File: src/rtl/intersection_pkg.sv
// Shared types and default timing for the intersection controller.
package intersection_pkg;

    typedef enum logic [2:0] {
        ALL_RED_B = 3'd0,
        NS_GREEN  = 3'd1,
        NS_ORANGE = 3'd2,
        ALL_RED_A = 3'd3,
        EW_GREEN  = 3'd4,
        EW_ORANGE = 3'd5,
        WALK_A    = 3'd6,
        WALK_B    = 3'd7
    } phase_e;

    localparam int GREEN_T_DEF  = 4;
    localparam int ORANGE_T_DEF = 2;
    localparam int ALLRED_T_DEF = 1;
    localparam int WALK_T_DEF   = 3;
    localparam int CW_DEF       = 4;

    typedef struct packed {
        logic red;
        logic orange;
        logic green;
    } light_t;

    localparam light_t LIGHT_RED    = '{red: 1'b1, orange: 1'b0, green: 1'b0};
    localparam light_t LIGHT_ORANGE = '{red: 1'b0, orange: 1'b1, green: 1'b0};
    localparam light_t LIGHT_GREEN  = '{red: 1'b0, orange: 1'b0, green: 1'b1};

    // Timer reload value for a duration; a zero duration behaves as one cycle.
    function automatic int dur_m1(int t);
        return (t < 1) ? 0 : t - 1;
    endfunction

endpackage

File: src/rtl/intersection_controller_if.sv
// Pedestrian handshake and light-head bundle of the intersection controller.
interface intersection_controller_if;
    logic       ped_req;
    logic       ped_ack;
    logic       ns_red;
    logic       ns_orange;
    logic       ns_green;
    logic       ew_red;
    logic       ew_orange;
    logic       ew_green;
    logic       walk;
    logic [2:0] phase;

    modport master (
        output ped_req,
        input  ped_ack, ns_red, ns_orange, ns_green,
        input  ew_red, ew_orange, ew_green, walk, phase
    );

    modport slave (
        input  ped_req,
        output ped_ack, ns_red, ns_orange, ns_green,
        output ew_red, ew_orange, ew_green, walk, phase
    );
endinterface

File: src/rtl/phase_timer.sv
// Loadable phase down-counter that holds at zero; done flags a zero count.
module phase_timer #(
    parameter int             CW      = 4,
    parameter logic [CW-1:0]  RST_VAL = '0
) (
    input  logic          clk,
    input  logic          reset,
    input  logic          load,
    input  logic [CW-1:0] load_val,
    output logic          done
);

    logic [CW-1:0] count_q, count_d;

    always_comb begin
        count_d = count_q;
        if (load) begin
            count_d = load_val;
        end else if (count_q != '0) begin
            count_d = count_q - CW'(1);
        end
    end

    always_ff @(posedge clk) begin
        if (reset) count_q <= RST_VAL;
        else       count_q <= count_d;
    end

    assign done = (count_q == '0);

endmodule

File: src/rtl/intersection_controller.sv
// Two-head intersection sequencer with all-red clearance phases.
// Pedestrian WALK insertion is present only when INTERSECTION_PED_EN is defined.
module intersection_controller
    import intersection_pkg::*;
#(
    parameter int GREEN_T  = GREEN_T_DEF,
    parameter int ORANGE_T = ORANGE_T_DEF,
    parameter int ALLRED_T = ALLRED_T_DEF,
    parameter int WALK_T   = WALK_T_DEF,
    parameter int CW       = CW_DEF
) (
    input  logic                      clk,
    input  logic                      reset,
    intersection_controller_if.slave  bus
);

    localparam logic [CW-1:0] GREEN_M1  = CW'(dur_m1(GREEN_T));
    localparam logic [CW-1:0] ORANGE_M1 = CW'(dur_m1(ORANGE_T));
    localparam logic [CW-1:0] ALLRED_M1 = CW'(dur_m1(ALLRED_T));
    localparam logic [CW-1:0] WALK_M1   = CW'(dur_m1(WALK_T));

    phase_e        state_q, state_d;
    light_t        ns_q, ns_d, ew_q, ew_d;
    logic          timer_load, timer_done;
    logic [CW-1:0] timer_load_val;

`ifdef INTERSECTION_PED_EN
    logic ped_pending_q, ped_pending_d;
    logic walk_q, walk_d, ped_ack_q, ped_ack_d;
    logic in_walk, entering_walk;
`endif

    phase_timer #(.CW(CW), .RST_VAL(ALLRED_M1)) u_timer (
        .clk      (clk),
        .reset    (reset),
        .load     (timer_load),
        .load_val (timer_load_val),
        .done     (timer_done)
    );

    // NOTE: every always_comb output gets a default first so no path can infer a latch.
    always_comb begin
        state_d    = state_q;
        timer_load = 1'b0;
        if (timer_done) begin
            timer_load = 1'b1;
            case (state_q)
                ALL_RED_B: begin
                    state_d = NS_GREEN;
`ifdef INTERSECTION_PED_EN
                    if (ped_pending_q) state_d = WALK_B;
`endif
                end
                NS_GREEN:  state_d = NS_ORANGE;
                NS_ORANGE: state_d = ALL_RED_A;
                ALL_RED_A: begin
                    state_d = EW_GREEN;
`ifdef INTERSECTION_PED_EN
                    if (ped_pending_q) state_d = WALK_A;
`endif
                end
                EW_GREEN:  state_d = EW_ORANGE;
                EW_ORANGE: state_d = ALL_RED_B;
`ifdef INTERSECTION_PED_EN
                WALK_A:    state_d = EW_GREEN;
                WALK_B:    state_d = NS_GREEN;
`endif
                default:   state_d = ALL_RED_B;
            endcase
        end

        case (state_d)
            NS_GREEN, EW_GREEN:   timer_load_val = GREEN_M1;
            NS_ORANGE, EW_ORANGE: timer_load_val = ORANGE_M1;
            WALK_A, WALK_B:       timer_load_val = WALK_M1;
            default:              timer_load_val = ALLRED_M1;
        endcase

        // Lights follow the next state so the registered heads line up with phase.
        ns_d = LIGHT_RED;
        ew_d = LIGHT_RED;
        case (state_d)
            NS_GREEN:  ns_d = LIGHT_GREEN;
            NS_ORANGE: ns_d = LIGHT_ORANGE;
            EW_GREEN:  ew_d = LIGHT_GREEN;
            EW_ORANGE: ew_d = LIGHT_ORANGE;
            default:   ;
        endcase

`ifdef INTERSECTION_PED_EN
        in_walk       = (state_q == WALK_A) || (state_q == WALK_B);
        walk_d        = (state_d == WALK_A) || (state_d == WALK_B);
        entering_walk = walk_d && !in_walk;
        ped_ack_d     = entering_walk;
        // A request coinciding with WALK entry is served by that WALK.
        if (entering_walk)  ped_pending_d = 1'b0;
        else if (in_walk)   ped_pending_d = ped_pending_q;
        else                ped_pending_d = ped_pending_q | bus.ped_req;
`endif
    end

    // NOTE: sequential state uses non-blocking assignments so all flops update together.
    always_ff @(posedge clk) begin
        if (reset) begin
            state_q       <= ALL_RED_B;
            ns_q          <= LIGHT_RED;
            ew_q          <= LIGHT_RED;
`ifdef INTERSECTION_PED_EN
            ped_pending_q <= 1'b0;
            walk_q        <= 1'b0;
            ped_ack_q     <= 1'b0;
`endif
        end else begin
            state_q       <= state_d;
            ns_q          <= ns_d;
            ew_q          <= ew_d;
`ifdef INTERSECTION_PED_EN
            ped_pending_q <= ped_pending_d;
            walk_q        <= walk_d;
            ped_ack_q     <= ped_ack_d;
`endif
        end
    end

    assign bus.ns_red    = ns_q.red;
    assign bus.ns_orange = ns_q.orange;
    assign bus.ns_green  = ns_q.green;
    assign bus.ew_red    = ew_q.red;
    assign bus.ew_orange = ew_q.orange;
    assign bus.ew_green  = ew_q.green;
    assign bus.phase     = state_q;
`ifdef INTERSECTION_PED_EN
    assign bus.walk      = walk_q;
    assign bus.ped_ack   = ped_ack_q;
`else
    assign bus.walk      = 1'b0;
    assign bus.ped_ack   = 1'b0;
`endif

endmodule

File: src/flat_wrapper.sv
// flat-port wrapper written by rule: the top's interface ports become plain ports
module intersection_controller_flat import intersection_pkg::*;
#(
    parameter int GREEN_T  = GREEN_T_DEF,
    parameter int ORANGE_T = ORANGE_T_DEF,
    parameter int ALLRED_T = ALLRED_T_DEF,
    parameter int WALK_T   = WALK_T_DEF,
    parameter int CW       = CW_DEF
)
  (clk, reset, bus_ped_req, bus_ped_ack, bus_ns_red, bus_ns_orange, bus_ns_green, bus_ew_red, bus_ew_orange, bus_ew_green, bus_walk, bus_phase);
  intersection_controller_if bus_i ();
  input  logic clk;
  input  logic reset;
  input wire logic [$bits(bus_i.ped_req)-1:0] bus_ped_req;
  output wire logic [$bits(bus_i.ped_ack)-1:0] bus_ped_ack;
  output wire logic [$bits(bus_i.ns_red)-1:0] bus_ns_red;
  output wire logic [$bits(bus_i.ns_orange)-1:0] bus_ns_orange;
  output wire logic [$bits(bus_i.ns_green)-1:0] bus_ns_green;
  output wire logic [$bits(bus_i.ew_red)-1:0] bus_ew_red;
  output wire logic [$bits(bus_i.ew_orange)-1:0] bus_ew_orange;
  output wire logic [$bits(bus_i.ew_green)-1:0] bus_ew_green;
  output wire logic [$bits(bus_i.walk)-1:0] bus_walk;
  output wire logic [$bits(bus_i.phase)-1:0] bus_phase;
  assign bus_i.ped_req = bus_ped_req;
  assign bus_ped_ack = bus_i.ped_ack;
  assign bus_ns_red = bus_i.ns_red;
  assign bus_ns_orange = bus_i.ns_orange;
  assign bus_ns_green = bus_i.ns_green;
  assign bus_ew_red = bus_i.ew_red;
  assign bus_ew_orange = bus_i.ew_orange;
  assign bus_ew_green = bus_i.ew_green;
  assign bus_walk = bus_i.walk;
  assign bus_phase = bus_i.phase;
  intersection_controller #(.GREEN_T(GREEN_T), .ORANGE_T(ORANGE_T), .ALLRED_T(ALLRED_T), .WALK_T(WALK_T), .CW(CW)) u_core (.clk(clk), .reset(reset), .bus(bus_i));
endmodule
File: config.mk
export PLATFORM = sky130hd
export DESIGN_NAME = intersection_controller_flat
export DESIGN_NICKNAME = d
export VERILOG_FILES = /design/src/rtl/intersection_pkg.sv /design/src/rtl/intersection_controller_if.sv /design/src/rtl/phase_timer.sv /design/src/rtl/intersection_controller.sv /design/src/flat_wrapper.sv
export SDC_FILE = /design/constraint.sdc
export NUM_CORES = 1
export LEC_CHECK = 0
export BUFFER_PORTS_ARGS = -buffer_cell sky130_fd_sc_hd__buf_4
export CORE_ASPECT_RATIO = 0.9
export CORE_MARGIN = 2
export CORE_UTILIZATION = 40
export CTS_BUF_LIST = sky130_fd_sc_hd__clkbuf_4
export CTS_CLUSTER_SIZE = 40
export DETAILED_ROUTE_END_ITERATION = 10
export GPL_ROUTABILITY_DRIVEN = 0
export PLACE_DENSITY = 0.58
export SETUP_SLACK_MARGIN = 0.2
export SYNTH_ARGS = -nofsm -noshare
export SYNTH_HDL_FRONTEND = slang
export SYNTH_HIERARCHICAL = 1
export SYNTH_SLANG_ARGS = --single-unit
File: constraint.sdc
create_clock -name clk -period 5.72 [get_ports clk]
set_input_delay 0.858 -clock clk [delete_from_list [all_inputs] [get_ports clk]]
set_output_delay 0.858 -clock clk [all_outputs]
set_load 0.01 [all_outputs]
==> flow_metrics.tcl <==
set metrics [dict create \
    result_of_the_run "finished clean" \
    grt_antenna_before_repair 0 \
    drtPass1Iterations 3 \
    layout_min_cycle_time_ns 2.16 \
    syn_area_um2 687 \
    post_drt_wl_per_cell_um 10.1 \
    initial_utilization 0.417 \
    antennaDiodeCount 0 \
    cts_tree "yes" \
    initialDrtViolationCount 5 \
    worst-endpoint-arrival_ns 2.36 \
    edff_count_synth 0 \
    synthesis.instances 77 \
    ctsLongestPathBuffers 2 \
    cts_hold_repair.buffers 0 \
    setup_tns_ns 0 \
    synth.top_cells.by_area "dfxtp_1 (38%), nand2_1 (4.9%), buf_4 (3.3%), nor2_1 (2.7%), nor3b_4 (2.7%)" \
    rows 14 \
    synthesis.area_per_instance_um2 8.92 \
    fmax_mhz 463 \
    final_hold_viol_count 0 \
    power_density_mw_per_mm2 557 \
    die-area_mm2 0.00207 \
    grt_first_pass_wirelength_um 2020 \
    worst_slew_pin_slew_ns 0.665 \
    floorplan.die.width_um 47.7 \
    die_y_um 43.3 \
    yosys_warnings 6 \
    detailedPlace.worstSlack_ns 3.60 \
    ys_ff_latch 13 \
    final-instance-count-excl-fill 111 \
    cts_resized 0 \
    synth_most_common_cell "dfxtp_1" \
    timing.final.crit_share 0.378 \
    route.final.wire_length_um 1130 \
    setup_ws_ns 3.56 \
    slew_limit_headroom 0.556 \
    ant_nets 0 \
    setup_viol 0 \
    cts_max_level 1 \
    synth_top_flop_cell "dfxtp_1" \
    cts.root.buffer_cell "clkbuf_4" \
    worstSetupStartpointType "flop" \
    crit_path_end_kind "flop" \
    buffers_on_ports 10 \
    yosys.cell_types.count 38 \
    rsz_0062_raised_after_global_routing "false" \
    insertion_delay_to_the_later_sink_of_the_worst_skew_pair_ns 0.27 \
    synth_sequential_area_ratio 0.379 \
    p_leak_uw 0.000317 \
    yosysTopAreaCell "dfxtp_1" \
    fin_worst_skew_ns 0.00247 \
    first_global_vias 443 \
    report.final.slew_viol_count 0 \
    detail_route.drc_violations 0 \
    cts_inserted_buffers 3 \
    clk_pin_slew_worst_paths_ns 0.08 \
    viasPerCell 4.59 \
    synth-async-reset-ratio 0 \
    syn2layout_area_growth_pct 14.4 \
    drive_above_1_share 0.253 \
    netlist_top_cells_count "dfxtp_1 (13), nand2_1 (9), nor2_1 (5)" \
    cts.repair_timing.setup_buffer_count 0 \
    fill_cells 188 \
    yosys.area.top_type_share 0.379 \
    core_area_mm2 0.00165 \
    hp-class "flop to flop" \
    grt_start_max_net_pins 20 \
    via_count 510 \
    gr-total-overflow 0 \
    top_level_i_o_count 14 \
    drv.max_cap_violation_count 0 \
    detailedPlacementHpwl_um 744 \
    total_routing_usage_gr 0.138 \
    vdd_drop_max_mv 0.248 \
    criticalPathCategory "flop to flop" \
    layout.nets 92 \
    place.detailed.instances 107 \
    tritoncts_sinks 13 \
    timing.critical_path.fanout_max 19 \
    cp.required_ns 5.92 \
]
[kinds of logic after synthesis]
group / after synthesis / share of synthesized area
and+or+nand+nor: 31 / 0.270
buffers and inverters: 10 / 0.0856
xor gates and xnor gates: 3 / 0.0383
muxes: 3 / 0.0528
DFF: 13 / 0.379
adders and majority gates: 1 / 0.0182
other: 1 / 0.00546
AOI/OAI and AO/OA: 15 / 0.151
[state kept, by name, summed over array words and instances, names as in the netlist]
register	count
u_core/bus.ns_red	1
u_core/bus.ns_orange	1
u_core/bus.ew_orange	1
u_core/bus.ew_red	1
u_core/bus.ns_green	1
u_core/bus.phase	3
u_core/u_timer/count_q	4
u_core/bus.ew_green	1
[final timing paths]
| path | from | to | slack [ns] | cells past startpoint |
|---|---|---|---|---|
| max | u_core/u_timer/count_q[0] | u_core/u_timer/count_q[1] | 3.56 | 8 |
| min | u_core/u_timer/count_q[0] | u_core/u_timer/count_q[0] | 0.64 | 3 |
| max reg2reg | u_core/u_timer/count_q[0] | u_core/u_timer/count_q[1] | 3.56 | 8 |
| min reg2reg | u_core/u_timer/count_q[0] | u_core/u_timer/count_q[0] | 0.64 | 3 |
[critical path, stage by stage, from the launching register on]
cell and delay [ns]:
dfxtp_1 0.33, inv_1 0.09, ha_1 0.19, nor3b_4 0.59, nor2b_2 0.31, o21bai_1 0.14, o211ai_1 0.21, nand2_1 0.07
o22ai_1 0.16
[where the power goes]
| group | switching (uW) | total, uW | internal, uW |
|---|---|---|---|
| combinational | 109 | 226 | 117 |
| clock | 29.2 | 60.9 | 31.7 |
| sequential | 33.1 | 150 | 117 |
| total | 172 | 437 | 266 |
[cell usage in the layout (no fill, tap or decap), types with 2 or more instances in the layout]
cell	netlist	layout
dfxtp_1	13	13
o22ai_1	2	2
nor2_1	5	5
a21oi_1	3	3
and2b_1	2	2
inv_1	3	3
buf_4	3	10
conb_1	1	4
nand2_1	9	9
clkbuf_4	0	4
xnor2_1	2	2
nor3_1	3	3
nor2b_1	2	2
o21ai_0	3	3
[per-layer routing]
layer	part of all wire	GRT usage	up-vias
li1	-	-	275
met1	0.54	0.196	225
met2	0.41	0.181	8
met3	0.042	0.0511	2
met4	0.0089	0.0649	0
met5	0	0	-
[final cells by class]
| class | count | area (um^2) | share of cell area |
|---|---|---|---|
| Multi-Input combinational cell | 57 | 379 | 0.482 |
| Clock buffer | 4 | 30.0 | 0.0382 |
| Sequential cell | 13 | 260 | 0.331 |
| Inverter | 3 | 11.3 | 0.0143 |
| Tap cell | 24 | 30.0 | 0.0382 |
| Timing Repair Buffer | 10 | 75.1 | 0.0955 |
[metrics by stage]
stage                     power (uW)   util  hold slack [ns]  cell area, um^2
after floorplan                  346      -            0.581              698
final                            437  0.477            0.636              786
after global placement           375  0.459            0.612              756
after global routing             480  0.477            0.675              786
after detailed placement         378  0.459            0.620              756
after CTS                        441  0.477            0.638              786
Power figures use the tool's default switching activity.
